`src/rtl/ulpi_pkg.sv`:
```
// Shared ULPI definitions: TXCMD prefixes, register-read FSM encodings and TXCMD helper.
package ulpi_pkg;

  localparam logic [1:0] CMD_REG_READ  = 2'b11;
  localparam logic [1:0] CMD_REG_WRITE = 2'b10;

  typedef enum logic [2:0] {
    ULPI_RR_IDLE  = 3'd0,
    ULPI_RR_TXCMD = 3'd1,
    ULPI_RR_TURN  = 3'd2,
    ULPI_RR_DATA  = 3'd3,
    ULPI_RR_WAIT  = 3'd4
  } ulpi_rr_state_e;

  function automatic logic [7:0] reg_read_txcmd(input logic [5:0] addr);
    return {CMD_REG_READ, addr};
  endfunction

endpackage

```
`src/rtl/ulpi_reg_read_if.sv`:
```
// Request side and ULPI bus of the register-read initiator; master = the LINK-side block.
interface ulpi_reg_read_if;
  logic       PrR;
  logic [5:0] ADDR;
  logic       busy;
  logic       done;
  logic [7:0] REG_DATA;
  logic       err;
  logic       DIR;
  logic       NXT;
  logic [7:0] DATA_I;
  logic [7:0] DATA_O;
  logic       DATA_OE;

  modport master (
    input  PrR, ADDR, DIR, NXT, DATA_I,
    output busy, done, REG_DATA, err, DATA_O, DATA_OE
  );

  modport slave (
    output PrR, ADDR, DIR, NXT, DATA_I,
    input  busy, done, REG_DATA, err, DATA_O, DATA_OE
  );
endinterface

```
`src/rtl/ulpi_timeout_cnt.sv`:
```
// Per-attempt cycle counter: load clears, en counts, expire flags the LIMIT-th counted cycle.
module ulpi_timeout_cnt #(
  parameter int LIMIT = 255,
  parameter int W     = 8
) (
  input  logic clk,
  input  logic rst,
  input  logic load_i,
  input  logic en_i,
  output logic expire_o
);

  logic [W-1:0] cnt_q;

  // cycle counter, load has priority over counting
  always_ff @(posedge clk or posedge rst) begin
    if (rst) begin
      cnt_q <= {W{1'b0}};
    end else if (load_i) begin
      cnt_q <= {W{1'b0}};
    end else if (en_i) begin
      cnt_q <= cnt_q + {{(W-1){1'b0}}, 1'b1};
    end else begin
      cnt_q <= cnt_q;
    end
  end

  assign expire_o = en_i && (cnt_q == W'(LIMIT - 1));

endmodule

```
`src/rtl/ulpi_reg_read.sv`:
```
// ULPI immediate register read initiator (LINK side) with automatic retry on PHY abort.
// Optional per-attempt timeout enabled by defining ULPI_RR_TIMEOUT_EN.
module ulpi_reg_read
  import ulpi_pkg::*;
#(
  parameter int TIMEOUT_CYCLES = 255,
  parameter int TO_W           = 8
) (
  input  logic              clk_ULPI,
  input  logic              rst,
  ulpi_reg_read_if.master   bus
);

  if ((2 ** TO_W) <= TIMEOUT_CYCLES) begin : g_bad_to_w
    $error("TO_W too narrow for TIMEOUT_CYCLES");
  end

  ulpi_rr_state_e state_q, state_d;
  logic [5:0]     addr_q, addr_d;
  logic [7:0]     reg_data_q, reg_data_d;
  logic [7:0]     data_o_q, data_o_d;
  logic           data_oe_q, data_oe_d;
  logic           busy_q, busy_d;
  logic           done_q, done_d;
  logic           err_q, err_d;
  logic           expire_s;

`ifdef ULPI_RR_TIMEOUT_EN
  logic load_s;
  logic cnt_en_s;

  // a fresh attempt starts on every request accept and every (re)entry to TXCMD
  assign cnt_en_s = (state_q != ULPI_RR_IDLE);
  assign load_s   = ((state_d == ULPI_RR_TXCMD) && (state_q != ULPI_RR_TXCMD)) ||
                    (state_q == ULPI_RR_IDLE);

  ulpi_timeout_cnt #(
    .LIMIT (TIMEOUT_CYCLES),
    .W     (TO_W)
  ) u_timeout_cnt (
    .clk      (clk_ULPI),
    .rst      (rst),
    .load_i   (load_s),
    .en_i     (cnt_en_s),
    .expire_o (expire_s)
  );
`else
  assign expire_s = 1'b0;
`endif

  // next-state and registered-output computation
  always_comb begin
    state_d    = state_q;
    addr_d     = addr_q;
    reg_data_d = reg_data_q;
    done_d     = 1'b0;
    err_d      = 1'b0;

    case (state_q)
      ULPI_RR_IDLE: begin
        if (bus.PrR) begin
          addr_d  = bus.ADDR;
          state_d = bus.DIR ? ULPI_RR_WAIT : ULPI_RR_TXCMD;
        end else begin
          state_d = ULPI_RR_IDLE;
        end
      end
      ULPI_RR_WAIT: begin
        if (bus.DIR) begin
          state_d = ULPI_RR_WAIT;
        end else begin
          state_d = ULPI_RR_TXCMD;
        end
      end
      ULPI_RR_TXCMD: begin
        // DIR wins over NXT: any PHY takeover aborts the command
        if (bus.DIR) begin
          state_d = ULPI_RR_WAIT;
        end else if (bus.NXT) begin
          state_d = ULPI_RR_TURN;
        end else begin
          state_d = ULPI_RR_TXCMD;
        end
      end
      ULPI_RR_TURN: begin
        if (bus.DIR) begin
          state_d = ULPI_RR_DATA;
        end else begin
          state_d = ULPI_RR_TURN;
        end
      end
      ULPI_RR_DATA: begin
        if (bus.DIR && !bus.NXT) begin
          reg_data_d = bus.DATA_I;
          done_d     = 1'b1;
          state_d    = ULPI_RR_IDLE;
        end else if (bus.DIR) begin
          state_d = ULPI_RR_WAIT;
        end else begin
          state_d = ULPI_RR_TXCMD;
        end
      end
      default: begin
        state_d = ULPI_RR_IDLE;
      end
    endcase

    if (expire_s) begin
      state_d    = ULPI_RR_IDLE;
      reg_data_d = reg_data_q;
      done_d     = 1'b0;
      err_d      = 1'b1;
    end else begin
      err_d = 1'b0;
    end

    data_oe_d = (state_d == ULPI_RR_TXCMD);
    data_o_d  = data_oe_d ? reg_read_txcmd(addr_d) : 8'h00;
    busy_d    = (state_d != ULPI_RR_IDLE);
  end

  // state and output registers
  always_ff @(posedge clk_ULPI or posedge rst) begin
    if (rst) begin
      state_q    <= ULPI_RR_IDLE;
      addr_q     <= 6'h00;
      reg_data_q <= 8'h00;
      data_o_q   <= 8'h00;
      data_oe_q  <= 1'b0;
      busy_q     <= 1'b0;
      done_q     <= 1'b0;
      err_q      <= 1'b0;
    end else begin
      state_q    <= state_d;
      addr_q     <= addr_d;
      reg_data_q <= reg_data_d;
      data_o_q   <= data_o_d;
      data_oe_q  <= data_oe_d;
      busy_q     <= busy_d;
      done_q     <= done_d;
      err_q      <= err_d;
    end
  end

  assign bus.DATA_O   = data_o_q;
  assign bus.DATA_OE  = data_oe_q;
  assign bus.busy     = busy_q;
  assign bus.done     = done_q;
  assign bus.REG_DATA = reg_data_q;
  assign bus.err      = err_q;

endmodule
```
`src/flat_wrapper.sv`:
```
// flat-port wrapper written by rule: the top's interface ports become plain ports
module ulpi_reg_read_flat import ulpi_pkg::*;
#(
  parameter int TIMEOUT_CYCLES = 255,
  parameter int TO_W           = 8
)
  (clk_ULPI, rst, bus_PrR, bus_ADDR, bus_DIR, bus_NXT, bus_DATA_I, bus_busy, bus_done, bus_REG_DATA, bus_err, bus_DATA_O, bus_DATA_OE);
  ulpi_reg_read_if bus_i ();
  input  logic clk_ULPI;
  input  logic rst;
  input wire logic [$bits(bus_i.PrR)-1:0] bus_PrR;
  input wire logic [$bits(bus_i.ADDR)-1:0] bus_ADDR;
  input wire logic [$bits(bus_i.DIR)-1:0] bus_DIR;
  input wire logic [$bits(bus_i.NXT)-1:0] bus_NXT;
  input wire logic [$bits(bus_i.DATA_I)-1:0] bus_DATA_I;
  output wire logic [$bits(bus_i.busy)-1:0] bus_busy;
  output wire logic [$bits(bus_i.done)-1:0] bus_done;
  output wire logic [$bits(bus_i.REG_DATA)-1:0] bus_REG_DATA;
  output wire logic [$bits(bus_i.err)-1:0] bus_err;
  output wire logic [$bits(bus_i.DATA_O)-1:0] bus_DATA_O;
  output wire logic [$bits(bus_i.DATA_OE)-1:0] bus_DATA_OE;
  assign bus_i.PrR = bus_PrR;
  assign bus_i.ADDR = bus_ADDR;
  assign bus_i.DIR = bus_DIR;
  assign bus_i.NXT = bus_NXT;
  assign bus_i.DATA_I = bus_DATA_I;
  assign bus_busy = bus_i.busy;
  assign bus_done = bus_i.done;
  assign bus_REG_DATA = bus_i.REG_DATA;
  assign bus_err = bus_i.err;
  assign bus_DATA_O = bus_i.DATA_O;
  assign bus_DATA_OE = bus_i.DATA_OE;
  ulpi_reg_read #(.TIMEOUT_CYCLES(TIMEOUT_CYCLES), .TO_W(TO_W)) u_core (.clk_ULPI(clk_ULPI), .rst(rst), .bus(bus_i));
endmodule
```
`config.mk`:
```
export PLATFORM = sky130hd
export DESIGN_NAME = ulpi_reg_read_flat
export DESIGN_NICKNAME = d
export VERILOG_FILES = /design/src/rtl/ulpi_pkg.sv /design/src/rtl/ulpi_reg_read_if.sv /design/src/rtl/ulpi_timeout_cnt.sv /design/src/rtl/ulpi_reg_read.sv /design/src/flat_wrapper.sv
export SDC_FILE = /design/constraint.sdc
export NUM_CORES = 1
export LEC_CHECK = 0
export BUFFER_PORTS_ARGS = -buffer_cell sky130_fd_sc_hd__buf_2
export CORE_MARGIN = 2
export CORE_UTILIZATION = 40
export CTS_CLUSTER_SIZE = 10
export DETAILED_ROUTE_END_ITERATION = 10
export PLACE_DENSITY_LB_ADDON = 0.3
export SYNTH_ARGS = -nofsm -noshare
export SYNTH_HDL_FRONTEND = slang
export SYNTH_SLANG_ARGS = --single-unit
export TNS_END_PERCENT = 10
```
`constraint.sdc`:
```
create_clock -name clk_ULPI -period 5.4 [get_ports clk_ULPI]
set_clock_uncertainty 0.1 [all_clocks]
set_input_delay 0.81 -clock clk_ULPI [delete_from_list [all_inputs] [get_ports clk_ULPI]]
set_output_delay 0.81 -clock clk_ULPI [all_outputs]
set_load 0.03 [all_outputs]
```
==> results of run 1 <==
[stage by stage]
stage          utilization (%)  area [µm²]  std cells  total power [mW]  hold WS [ns]
6_report                  49.0        1320        143             0.606         0.397
5_1_grt                   49.0        1320        143             0.642         0.424
4_1_cts                   49.0        1320        143             0.613         0.406
3_5_place_dp              47.6        1280        139             0.517         0.374
3_3_place_gp              47.6        1280        139             0.511         0.360
2_1_floorplan                -        1110         78             0.468         0.347
[synth_stat cells (all sizes together) (2+ instances only)]
master / count / area (µm²)
nor3: 2 / 10.0
nor3b: 5 / 62.6
nand2: 2 / 7.51
buf: 7 / 53.8
mux2: 13 / 165
inv: 3 / 11.3
a21oi: 2 / 10.0
nand2b: 2 / 12.5
nor2b: 2 / 12.5
dfrtp: 26 / 651
nor2: 2 / 7.51
[sequential cells by signal, indices dropped and copies added, names as in the netlist]
name	count
u_core.bus.REG_DATA	8
u_core.bus.DATA_O	7
u_core.addr_q	6
u_core.state_q	3
u_core.bus.busy	1
u_core.bus.done	1
[cell families after synthesis]
family | count (synthesis) | share of synthesized area, %
buf+inv | 10 | 5.87
other cells | 1 | 0.338
mux | 14 | 15.8
simple gates | 21 | 15.5
compound gates | 6 | 3.84
flops | 26 | 58.7
[routing by layer]
metal	vias to the layer above	global-route usage, %	share of wire (%)
met4	0	8.84	2.0
met1	363	15.5	44
met2	18	20.1	49
met3	4	1.84	4.9
met5	-	0	0
li1	333	-	-
[layout make-up]
type                            count  area, µm²
Inverter                            3       11.3
Multi-Input combinational cell     42        393
Fill cell                         253       1370
Sequential cell                    26        651
Clock buffer                        4       36.3
Tap cell                           31       38.8
Timing Repair Buffer               37        185
[worst max-delay path, stage by stage (launching register included)]
cell and delay [ns]:
dfrtp_1 0.53, nor4b_4 0.61, mux2_4 0.35, nor3b_2 0.15
[path summary, 6_finish.rpt]
path	depth (start not counted)	to	slack, ns	startpoint
min in group asynchronous	2	u_core.bus.REG_DATA[0]	0.58	rst
hold reg to reg	2	u_core.addr_q[5]	0.40	u_core.addr_q[5]
max in group asynchronous	2	u_core.bus.DATA_O[4]	4.06	rst
setup / recovery	3	u_core.bus.DATA_O[4]	3.54	u_core.state_q[0]
setup reg to reg	3	u_core.bus.DATA_O[4]	3.54	u_core.state_q[0]
hold / removal	2	u_core.addr_q[5]	0.40	u_core.addr_q[5]
[report_power, final]
group / switching [mW] / internal [mW]
clock: 0.0549 / 0.0412
combinational: 0.132 / 0.0968
sequential: 0.0304 / 0.251
==> metrics, run 1 <==
Worst Path Arrival 1.96 ns; worst slew pin tran 0.924 ns; Netlist Area Pre-Place 1110 µm²; DR pass1 iterations 3; share of cells above drive strength 1 53.6%; Detailed Route WL 1.83 mm; Total Neg Setup Slack 0 ns; global-route usage over all layers 12.6%; HPWL after detailed placement 1.34 mm; Final GP Congestion 0.797; crit path launch type register; Leakage 0.697 nW; DIE HEIGHT 56.6 µm; largest net degree at the start of global routing 27; post-CTS setup buffers 0; Post-synth EDFFs 0; crit-path max FO 10; root buf cell clkbuf_4; hold buffer count at CTS 0; Die X 56.6 µm; CTS H-tree depth 1; total gr overflow 0; Top FF cell, synth dfrtp_1; wire per inst 12.8 µm; kind of end point of the critical path register; relative slew slack 38.3%; cells resized by post-CTS repair 0; initial antenna violation count 0; clk_lat worst skew 0.32 ns; CTS tree yes; Starting DRT DRC Count 2; fin crit share 34.4%; nets@finish 132; DR DRC count 0; Cell variety after synth 27; Max Slew Vio Count 0; vias in the first global route 746; FF+latch count, synth 26; HP Class reg -> reg; post-synthesis cell count 78; unrepaired setup endpoints after global routing false; via/cell ratio 5.02; most common cell after layout, fill and taps aside buf_2; # rows 19; DRT antenna net count 0; Core Region 2690 µm²; Final Hold Viols 0; synthesis-to-finish area growth 18.6%; Initial Utilization 41.3%; worst endpoint required time 5.50 ns; final setup margin 3.54 ns; CTS Sinks 26; outcome completed; CTS Buf Count 3; Inserted Diodes 0; CP Class reg -> reg; Vias 718; worst vdd ir 238 µV; commonest non-fill, non-tap cells in the layout buf_2 (37), dfrtp_1 (26), mux2_2 (8), mux2_4 (5), nor3b_2 (5); I/O Buffers 37; synth warn 0; max-cap violations 0; syn nets 97; global-route wire length before repair 3.13 mm; Period minus WS final 1.86 ns; # IOs 39; synthesized area per cell 14.2 µm²; total setup violations reported at the end of the flow 0; die area 3210 µm²; sequential area share after synthesis 58.7%; Async SR Flop Fraction 100%; Place WS 3.19 ns; clk slew on worst S/H paths 0.13 ns; FMAX 0.538 GHz; Bufs on Longest Clock Path 2; pwr/cell area 461 nW/µm²
No activity file was read; power rests on OpenSTA's default activity.
==> run 2, diff against run 1 <==
Settings changed: ABC_AREA from default to 1.
Clock period 5.4 ns to 1.9 ns, I/O delays scaled along.
==> metrics, run 2 <==
outcome completed; Synth top cells by count nand2_1 (30), dfrtp_1 (26), inv_1 (15); Total Neg Setup Slack 0 ns; wire per inst 11.0 µm; Async SR Flop Fraction 100%; Largest register FFs 8; Die X 56.6 µm; Hold EP u_core.bus.REG_DATA[7]; Cell variety after synth 22; pwr/cell area 1640 nW/µm²; post-CTS setup buffers 0; Place WS 0.400 ns; commonest non-fill, non-tap cells in the layout buf_2 (37), nand2_1 (30), dfrtp_1 (26), inv_1 (15), nor2_1 (10); fin cells 186; crit path launch type register; global-route wire length before repair 3.58 mm; HPWL after detailed placement 1.62 mm; Starting DRT DRC Count 5; Worst Path Arrival 1.61 ns; Worst R2R End u_core.bus.DATA_O[3]; Top FF cell, synth dfrtp_1; Final Hold Viols 0; hold path depth 3; # rows 19; DP Cell Count 181; syn nets 135; Netlist Area Pre-Place 1110 µm²; Initial Utilization 41.3%; DIE HEIGHT 56.6 µm; max-cap violations 0; I/O Buffers 37; DRT antenna net count 0; DR DRC count 0; synthesized area per cell 9.56 µm²; CTS Buf Count 3; sequential area share after synthesis 58.7%; worst endpoint required time 2.00 ns; most numerous cell in the Yosys netlist nand2_1; Bufs on Longest Clock Path 2; share of cells above drive strength 1 38.1%; Critical R2R Launch u_core.state_q[1]; die area 3210 µm²; # IOs 39; crit-path max FO 12; kind of end point of the critical path register; fin crit share 79.1%; flop2flop setup slack 0.40 ns; total gr overflow 0; synthesis-to-finish area growth 22.0%; total setup violations reported at the end of the flow 0; unrepaired setup endpoints after global routing false; Area after DPL 1310 µm²; Max Slew Vio Count 0; FF+latch count, synth 26; Design Area, Final 1350 µm²; CTS tree yes; hold path start bus_DATA_I[7]; vias in the first global route 859; nets@finish 175; Inserted Diodes 0; clk_lat worst skew 0.31 ns; synth warn 0; Synth top area share 58.7%; Period minus WS final 1.50 ns; area leader, netlist dfrtp_1; final setup margin 0.398 ns; reg2reg path depth 4; CP max-delay cell dfrtp_1; FMAX 0.666 GHz; worst vdd ir 892 µV; HP Class in -> reg; slowest stage delay, CP 0.50 ns; CTS Sinks 26; most common cell after layout, fill and taps aside buf_2; Area contributors post-synth dfrtp_1 (59%), nand2_1 (10%), inv_1 (5.1%); post-synthesis cell count 116; Vias 843; via/cell ratio 4.53; Core Region 2690 µm²; Leakage 0.788 nW; initial antenna violation count 0; Final GP Congestion 0.838; clk slew on worst S/H paths 0.13 ns; Post-synth EDFFs 0; global-route usage over all layers 14.4%; DR pass1 iterations 4; cells resized by post-CTS repair 0; hold buffer count at CTS 1; Detailed Route WL 2.04 mm; CP Class reg -> reg; largest net degree at the start of global routing 18; worst-path cell chain nor2_4 -> nand3_2 -> o21ai_2 -> nor2_1; CTS H-tree depth 1; root buf cell clkbuf_4
[run 2: changes by cell type in the layout (fill, tap and decap cells not counted), moves of 4 or more]
cell / before / now
inv_1: 3 / 15
nor2_1: 2 / 10
mux2_4: 5 / 0
o21ai_2: 0 / 6
nand2_1: 2 / 30
nand2_2: 0 / 5
nor3b_2: 5 / 0
clkinv_1: 0 / 4
mux2_2: 8 / 0
[run 2: metrics by stage]
stage	hold slack [ns]	total power, mW	utilization, %
floorplan	0.225	1.73	-
global placement	0.162	1.92	48.6
finish	0.0584	2.22	50.3
detailed placement	0.169	1.97	48.6
CTS	0.0435	2.25	50.3
global route	0.0378	2.39	50.3
[run 2: power breakdown]
part           internal (mW)  leakage (nW)  switching [mW]
logic                  0.316         0.437           0.735
registers              0.779         0.330           0.120
clock network          0.117        0.0210           0.150
[run 2: per-layer routing]
metal	up-vias	GRT usage (%)	share of wire [%]
met4	0	5.10	0.64
met5	-	0	0
li1	422	-	-
met1	394	17.6	43
met3	2	3.46	5.9
met2	25	24.8	51
[run 2: worst max path at each step]
stage / from / end
final: u_core.state_q[1] / u_core.bus.DATA_O[3]
after CTS: u_core.state_q[1] / u_core.bus.DATA_O[3]
after detailed placement: u_core.state_q[1] / u_core.bus.DATA_O[3]
after floorplan: u_core.state_q[1] / u_core.bus.DATA_O[0]
after global placement: u_core.state_q[1] / u_core.bus.DATA_O[5]
after global routing: u_core.state_q[1] / u_core.bus.DATA_O[1]
[run 2: final cells by class]
cell class,instances,area (µm²)
Tap cell,31,38.8
Inverter,21,80.1
Fill cell,278,1330
Sequential cell,26,651
Timing Repair Buffer,39,203
Multi-Input combinational cell,65,344
Clock buffer,4,36.3
[run 2: cells by family (layout without fill, tap and decap cells)]
kind of cell	count (synthesis)	count (layout)	share of synthesized area (%)
simple gates	55	55	24.4
compound gates	9	9	6.32
other cells	1	1	0.338
flops	26	26	58.7
buf+inv	25	64	10.3
[run 2: critical path: cells and delay by family, from the launching register on]
| family | cells | cell delay (ns) |
|---|---|---|
| DFF | 1 | 0.50 |
| AOI/OAI and AO/OA | 1 | 0.24 |
| and+or+nand+nor | 3 | 0.55 |
